--- src/rtl/uart_pkg.sv ---
// uart_pkg
//   Shared definitions for the UART receive path: the receive FSM state
//   encoding and the frame geometry (oversampling ratio, data bits).
package uart_pkg;

  localparam int OVERSAMPLE = 16;
  localparam int DATA_BITS  = 8;

  typedef enum logic [2:0] {
    IDLE,
    START,
    DATA,
    STOP,
    WAIT_IDLE
  } rx_state_t;

endpackage

--- src/rtl/uart_rx_fifo.sv ---
// uart_rx_fifo
//   First-word fall-through FIFO for received bytes.
//   Ports:
//     clk, rst_n      clock, asynchronous active-low reset
//     push, wdata     write request and data; ignored when full
//     pop             read request; ignored when empty
//     rdata           head entry (0 when empty)
//     level           occupancy 0..DEPTH
//     full, empty     status flags
module uart_rx_fifo #(
  parameter  int WIDTH = 8,
  parameter  int DEPTH = 16,
  localparam int AW    = $clog2(DEPTH)
) (
  input  logic             clk,
  input  logic             rst_n,
  input  logic             push,
  input  logic [WIDTH-1:0] wdata,
  input  logic             pop,
  output logic [WIDTH-1:0] rdata,
  output logic [AW:0]      level,
  output logic             full,
  output logic             empty
);

  logic [WIDTH-1:0] mem [DEPTH];
  // Pointers carry one extra wrap bit so full and empty are distinguishable.
  logic [AW:0] wptr;
  logic [AW:0] rptr;
  logic        do_push;
  logic        do_pop;

  assign full    = (wptr[AW-1:0] == rptr[AW-1:0]) && (wptr[AW] != rptr[AW]);
  assign empty   = (wptr == rptr);
  assign do_push = push && !full;
  assign do_pop  = pop && !empty;
  assign level   = wptr - rptr;

  // Gate the head with empty so the stale/uninitialised array never leaks out.
  assign rdata = empty ? '0 : mem[rptr[AW-1:0]];

  always_ff @(posedge clk) begin
    if (do_push) mem[wptr[AW-1:0]] <= wdata;
  end

  always_ff @(posedge clk or negedge rst_n) begin
    if (!rst_n) begin
      wptr <= '0;
      rptr <= '0;
    end else begin
      if (do_push) wptr <= wptr + 1'b1;
      if (do_pop)  rptr <= rptr + 1'b1;
    end
  end

endmodule

--- src/rtl/uart_rx_core.sv ---
// uart_rx_core
//   UART 8N1 receiver with 16x oversampling and a receive FIFO.
//   Ports:
//     wb_clk_i, wb_rst_ni  clock, asynchronous active-low reset
//     uart_rx              raw pad input (asynchronous, idle high)
//     en                   receiver enable
//     prescale             oversample tick period minus one, in clocks
//     rx_data/rx_valid/rx_ready  head-of-FIFO byte stream
//     rx_level             FIFO occupancy
//     frame_err            1-cycle pulse on a bad stop bit
//     overrun              1-cycle pulse when a byte is dropped on a full FIFO
module uart_rx_core
  import uart_pkg::*;
#(
  parameter int FIFO_DEPTH = 16,
  parameter int PRESCALE_W = 16
) (
  input  logic                          wb_clk_i,
  input  logic                          wb_rst_ni,
  input  logic                          uart_rx,
  input  logic                          en,
  input  logic [PRESCALE_W-1:0]         prescale,
  output logic [7:0]                    rx_data,
  output logic                          rx_valid,
  input  logic                          rx_ready,
  output logic [$clog2(FIFO_DEPTH):0]   rx_level,
  output logic                          frame_err,
  output logic                          overrun
);

  // Synchronizer plus one history flop for edge detection.
  logic sync1, rx_s, rx_prev, fall;

  always_ff @(posedge wb_clk_i or negedge wb_rst_ni) begin
    if (!wb_rst_ni) begin
      sync1   <= 1'b1;
      rx_s    <= 1'b1;
      rx_prev <= 1'b1;
    end else begin
      sync1   <= uart_rx;
      rx_s    <= sync1;
      rx_prev <= rx_s;
    end
  end

  assign fall = rx_prev & ~rx_s;

  rx_state_t              state, state_next;
  logic [3:0]             sc, sc_next;
  logic [2:0]             bc, bc_next;
  logic [DATA_BITS-1:0]   sr, sr_next;
  logic                   push, ferr_set;

  // Tick generator. The period is latched at every reload so a prescale
  // change never produces a truncated or stretched oversample period.
  logic [PRESCALE_W-1:0] cnt, presc_q;
  logic                  tick;

  assign tick = en && (state != IDLE) && (cnt == presc_q);

  always_ff @(posedge wb_clk_i or negedge wb_rst_ni) begin
    if (!wb_rst_ni) begin
      cnt     <= '0;
      presc_q <= '0;
    end else if (!en || state == IDLE || tick) begin
      cnt     <= '0;
      presc_q <= prescale;
    end else begin
      cnt <= cnt + 1'b1;
    end
  end

  always_ff @(posedge wb_clk_i or negedge wb_rst_ni) begin
    if (!wb_rst_ni) begin
      state <= IDLE;
      sc    <= '0;
      bc    <= '0;
      sr    <= '0;
    end else begin
      state <= state_next;
      sc    <= sc_next;
      bc    <= bc_next;
      sr    <= sr_next;
    end
  end

  always_comb begin
    state_next = state;
    sc_next    = sc;
    bc_next    = bc;
    sr_next    = sr;
    push       = 1'b0;
    ferr_set   = 1'b0;
    if (!en) begin
      state_next = IDLE;
      sc_next    = '0;
      bc_next    = '0;
    end else begin
      case (state)
        IDLE: begin
          sc_next = '0;
          bc_next = '0;
          if (fall) state_next = START;
        end
        START: if (tick) begin
          // Mid-point of the start bit: a high line means it was a glitch.
          if (sc == 4'(OVERSAMPLE / 2 - 1)) begin
            state_next = rx_s ? IDLE : DATA;
            sc_next    = '0;
            bc_next    = '0;
          end else begin
            sc_next = sc + 4'd1;
          end
        end
        DATA: if (tick) begin
          if (sc == 4'(OVERSAMPLE - 1)) begin
            sc_next = '0;
            sr_next = {rx_s, sr[DATA_BITS-1:1]};
            if (bc == 3'(DATA_BITS - 1)) state_next = STOP;
            else                         bc_next    = bc + 3'd1;
          end else begin
            sc_next = sc + 4'd1;
          end
        end
        STOP: if (tick) begin
          if (sc == 4'(OVERSAMPLE - 1)) begin
            sc_next = '0;
            if (rx_s) begin
              push       = 1'b1;
              state_next = IDLE;
            end else begin
              ferr_set   = 1'b1;
              state_next = WAIT_IDLE;
            end
          end else begin
            sc_next = sc + 4'd1;
          end
        end
        WAIT_IDLE: if (rx_s) state_next = IDLE;
        default: state_next = IDLE;
      endcase
    end
  end

  logic fifo_full, fifo_empty;

  uart_rx_fifo #(
    .WIDTH(DATA_BITS),
    .DEPTH(FIFO_DEPTH)
  ) u_fifo (
    .clk   (wb_clk_i),
    .rst_n (wb_rst_ni),
    .push  (push),
    .wdata (sr),
    .pop   (rx_ready),
    .rdata (rx_data),
    .level (rx_level),
    .full  (fifo_full),
    .empty (fifo_empty)
  );

  assign rx_valid = ~fifo_empty;

  // Full is judged before any same-cycle pop, so a concurrent pop still drops.
  always_ff @(posedge wb_clk_i or negedge wb_rst_ni) begin
    if (!wb_rst_ni) begin
      frame_err <= 1'b0;
      overrun   <= 1'b0;
    end else begin
      frame_err <= ferr_set;
      overrun   <= push & fifo_full;
    end
  end

endmodule

--- config.mk ---
export PLATFORM = sky130hd
export DESIGN_NAME = uart_rx_core
export DESIGN_NICKNAME = d
export VERILOG_FILES = /design/src/rtl/uart_pkg.sv /design/src/rtl/uart_rx_fifo.sv /design/src/rtl/uart_rx_core.sv
export SDC_FILE = /design/constraint.sdc
export NUM_CORES = 1
export LEC_CHECK = 0
export ABC_AREA = 1
export CORE_UTILIZATION = 45
export DETAILED_ROUTE_END_ITERATION = 8
export PLACE_DENSITY = 0.68
export SETUP_SLACK_MARGIN = 0.05
export SLEW_MARGIN = 20
export SYNTH_ARGS = -nofsm -noshare
export SYNTH_HDL_FRONTEND = slang
export SYNTH_HIERARCHICAL = 1
export SYNTH_SLANG_ARGS = --single-unit
--- constraint.sdc ---
create_clock -name wb_clk_i -period 2.2 [get_ports wb_clk_i]
set_input_delay 0.22 -clock wb_clk_i [delete_from_list [all_inputs] [get_ports wb_clk_i]]
set_output_delay 0.22 -clock wb_clk_i [all_outputs]
set_load 0.01 [all_outputs]
==> reports/metrics.csv <==
stage,metric,value,unit
sta,achievable_clock_frequency,444.2,MHz
routing,route.detailed.vias_per_inst,4.950,
cells_and_area,post_route_cell_area,0.01198,mm²
global_route,gr-total-overflow,0,
routing,antenna_violating_nets_post_route,0,
power,cellPowerDensity,1058,mW/mm²
cells_and_area,seq_area,0.005477,mm²
cells_and_area,syn_to_final_growth,31.77,%
synthesis,synth.top_cells.by_area,"sky130_fd_sc_hd__edfxtp_1 (42%), sky130_fd_sc_hd__dfrtp_1 (17%), sky130_fd_sc_hd__nand2_1 (15%)",
place,placement.io_buffers,36,
cells_and_area,multi_input_area,0.003490,mm²
synthesis,synth-main-ff-cell,sky130_fd_sc_hd__edfxtp_1,
global_route,grt.total_usage,22.17,%
floorplan,std_cell_rows,51,
global_route,grt_pass1_vias,6526,
worst_setup_path,cp_common_cell,sky130_fd_sc_hd__nor2_4,
synthesis,synthMuxAreaShare,0,%
sta,report.final.hold_viol_count,0,
synthesis,unique_masters_post_synth,33,
clock_tree,clock_latency_on_the_worst_skew_pair,440,ps
synthesis,yosys.area.top_type_share,42.27,%
routing,wl_per_cell,16.02,µm
worst_setup_path,timing.critical_path.fanout_max,8,
synthesis,synth.cell_area,0.009094,mm²
global_route,number_of_antenna_violations_at_the_first_check_in_global_routing,0,
worst_setup_path,gate_family_responsible_for_the_most_delay_along_the_worst_path,simple AND/OR/NAND/NOR gates,
place,place_inst,1347,
synthesis,seq_area_frac_synth,60.20,%
synthesis,number_of_enable_flip_flop_cells_after_synthesis,128,
place,gp_routability_congestion,0.8396,
synthesis,top_cell_types_by_occurrence_after_synthesis,"sky130_fd_sc_hd__nand2_1 (355), sky130_fd_sc_hd__inv_1 (145), sky130_fd_sc_hd__edfxtp_1 (128), sky130_fd_sc_hd__nand3_1 (97), sky130_fd_sc_hd__dfrtp_1 (62)",
sta,setup_repair_after_global_routing_missed_its_margin,true,
cells_and_area,final_nets,1171,
sta,final.hold.worst_slack,189.8,ps
synthesis,synth.most_common_cell,sky130_fd_sc_hd__nand2_1,
sta,setup_ws,-51.47,ps
worst_setup_path,largest_stage_delay_worst_path,390,ps
routing,initialDrtViolationCount,571,
clock_tree,clock_tree_root,sky130_fd_sc_hd__clkbuf_16,
clock_tree,cts-htree-levels,4,
cells_and_area,final_layout_size_suffix_gt1_share,28.29,%
synthesis,synth_top_cell_by_area,sky130_fd_sc_hd__edfxtp_1,
synthesis,synth_compound_gate_area_share,3.453,%
clock_tree,clkSlewWorstSetupHoldPaths,70,ps
floorplan,initial_core_util,46.27,%
sta,fin_skew,10.60,ps
clock_tree,tritoncts.num_buffers,17,
worst_setup_path,critical_path_arrival,2370,ps
clock_tree,cts_buffer_depth,2,
sta,final_worst_path_cycle_share,102.3,%
worst_setup_path,capturing_element_type_of_the_critical_path,flop,
sta,worst_slew_pin_slew,834.5,ps
synthesis,asyncSetResetFlopFracSynth,33.68,%
run_status,status,"complete, but fails checks",
routing,drt_first_pass_iters,5,
synthesis,synthCells,1000,
run_status,violations_in_the_final_reports,setup timing,
floorplan,chipHeight,144.2,µm
floorplan,design.core.area,0.01965,mm²
routing,detailroute.via_count,7000,
clock_tree,tritoncts,done,
cells_and_area,final-instance-count-excl-fill,1414,
worst_setup_path,crit_chain,"xor2_1, nor2_2, nand2_2, nor2_4, nand4_1, nor3_2, nand2_2, nor2_4, inv_4, nor2_4",
sta,slew_viol_final,0,
place,placed_cell_area,0.01025,mm²
synthesis,synth_top_family_by_area,simple AND/OR/NAND/NOR gates,
routing,total_length_of_routed_wires,22650,µm
power,leakagePower,5.459,nW
synthesis,synth_simple_gate_area_share,24.16,%
place,place.detailed.hpwl,12970,µm
floorplan,die_width,144.2,µm
sta,layout_min_cycle_time,2251,ps
sta,worst_slew_margin_rel,44.37,%
cells_and_area,final_core_utilization,60.97,%
flow_run,max_cap_violations,0,
floorplan,io_pins,37,
synthesis,yosys.area_share.xor_xnor,1.637,%
synthesis,syn_nets,1035,
global_route,grt_start_max_net_pins,66,
worst_setup_path,setup.worst_path.start_class,flop,
worst_setup_path,timing.setup.critical_path_class,reg2reg,
power,power.ir.vdd_worst,0.9297,mV
cells_and_area,number_of_diodes_added_for_antenna_fixing,0,
synthesis,yosysWarnings,6,
cells_and_area,layout.filler_cells,1587,
global_route,first_pass_grt_wire_length,33820,µm
worst_setup_path,crit_buf_inv,1,
sta,setup_viol,73,
clock_tree,numClockSinks,193,
floorplan,overall_die_area,0.02078,mm²
worst_setup_path,crit_path_top_delay_cell,sky130_fd_sc_hd__dfrtp_1,
synthesis,syn-mean-instance-area,9.094,µm²
synthesis,synth_fa_ha_area_share,2.009,%
worst_setup_path,cp.required,2320,ps
hold_path,kind_of_path_behind_the_tightest_hold_check,in2reg,
routing,post_route_drc,0,
synthesis,synth.ff_latch_count,193,
[cell families (layout without fill, tap and decap cells)]
kind of cell    after synthesis  count (layout)
simple gates                530             530
compound gates               60              60
fa+ha+maj                    14              14
xor+xnor                     17              17
flops                       193             193
buf+inv                     186             335
[layer usage]
| metal | up-vias | wire length, µm | track usage, % |
|---|---|---|---|
| met5 | - | 0 | 0 |
| met4 | 0 | 744 | 8.920 |
| met3 | 48 | 1316 | 4.437 |
| met2 | 228 | 10680 | 36.03 |
| met1 | 3274 | 9916 | 29.13 |
| li1 | 3450 | - | - |
[layout by cell type (no fill, tap or decap), types with 8 or more instances in the layout]
cell type,count
sky130_fd_sc_hd__a21oi_1,15
sky130_fd_sc_hd__a21oi_2,10
sky130_fd_sc_hd__buf_2,12
sky130_fd_sc_hd__buf_4,76
sky130_fd_sc_hd__buf_6,17
sky130_fd_sc_hd__clkbuf_16,20
sky130_fd_sc_hd__clkdlybuf4s50_1,21
sky130_fd_sc_hd__dfrtp_1,60
sky130_fd_sc_hd__edfxtp_1,128
sky130_fd_sc_hd__ha_1,9
sky130_fd_sc_hd__inv_1,130
sky130_fd_sc_hd__inv_2,20
sky130_fd_sc_hd__nand2_1,309
sky130_fd_sc_hd__nand2_2,36
sky130_fd_sc_hd__nand2_4,11
sky130_fd_sc_hd__nand3_1,56
sky130_fd_sc_hd__nand3_2,40
sky130_fd_sc_hd__nor2_1,31
sky130_fd_sc_hd__nor2_2,11
sky130_fd_sc_hd__nor2_4,16
sky130_fd_sc_hd__nor3_1,8
sky130_fd_sc_hd__o21ai_0,26
sky130_fd_sc_hd__xor2_1,12
[flip-flops by register name, indices dropped and copies added, names as in the netlist]
| register | cells |
|---|---|
| bc | 3 |
| cnt | 16 |
| frame_err | 1 |
| overrun | 1 |
| presc_q | 16 |
| rx_prev | 1 |
| rx_s | 1 |
| sc | 4 |
| sr | 8 |
| state | 3 |
| sync1 | 1 |
| u_fifo/mem | 128 |
| u_fifo/rptr | 5 |
| u_fifo/wptr | 5 |
[through the flow]
stage	TNS, ps	setup slack, ps	total power [mW]
after floorplan	-6842	-71.31	6.716
after global placement	-15850	-189.0	8.120
after detailed placement	-15150	-185.5	8.170
after CTS	0	4.611	11.99
after global routing	-26120	-234.0	13.35
final	-1821	-51.47	12.68
[what timing repair did]
action	4_1_cts	5_1_grt
hold endpoints to repair	62	0
setup endpoints to repair	124	148
buffers inserted	11	14
hold buffers	1	0
resized for setup	118	140
gates cloned	6	5
pin swaps	21	53
[power by group]
group / leakage, nW / total (mW) / switching (mW) / internal (mW)
registers: 2.26 / 4.18 / 0.149 / 4.03
clock network: 0.272 / 3.05 / 1.45 / 1.60
logic: 2.93 / 5.45 / 3.14 / 2.32
total: 5.46 / 12.7 / 4.74 / 7.95
[path summary, 6_finish.rpt]
check / startpoint / end / slack (ps) / cells past startpoint
worst min-delay path: uart_rx / sync1 / 190 / 1
worst max-delay path: presc_q[2] / u_fifo/mem[7][5] / -50 / 10
min in group asynchronous: wb_rst_ni / bc[1] / 310 / 3
worst min register to register: sync1 / rx_s / 360 / 0
max in group asynchronous: wb_rst_ni / u_fifo/rptr[0] / 1530 / 3
worst max register to register: presc_q[2] / u_fifo/mem[7][5] / -50 / 10
[area by class of cell]
class                           instances  area share, %
Clock inverter                         15          1.263
Timing Repair Buffer                  147          12.29
Tap cell                              265          2.767
Multi-Input combinational cell        621          29.12
Sequential cell                       193          45.70
Clock buffer                           17          3.550
Timing Repair inverter                  1         0.1357
Inverter                              155          5.169
Power figures use the tool's default switching activity.
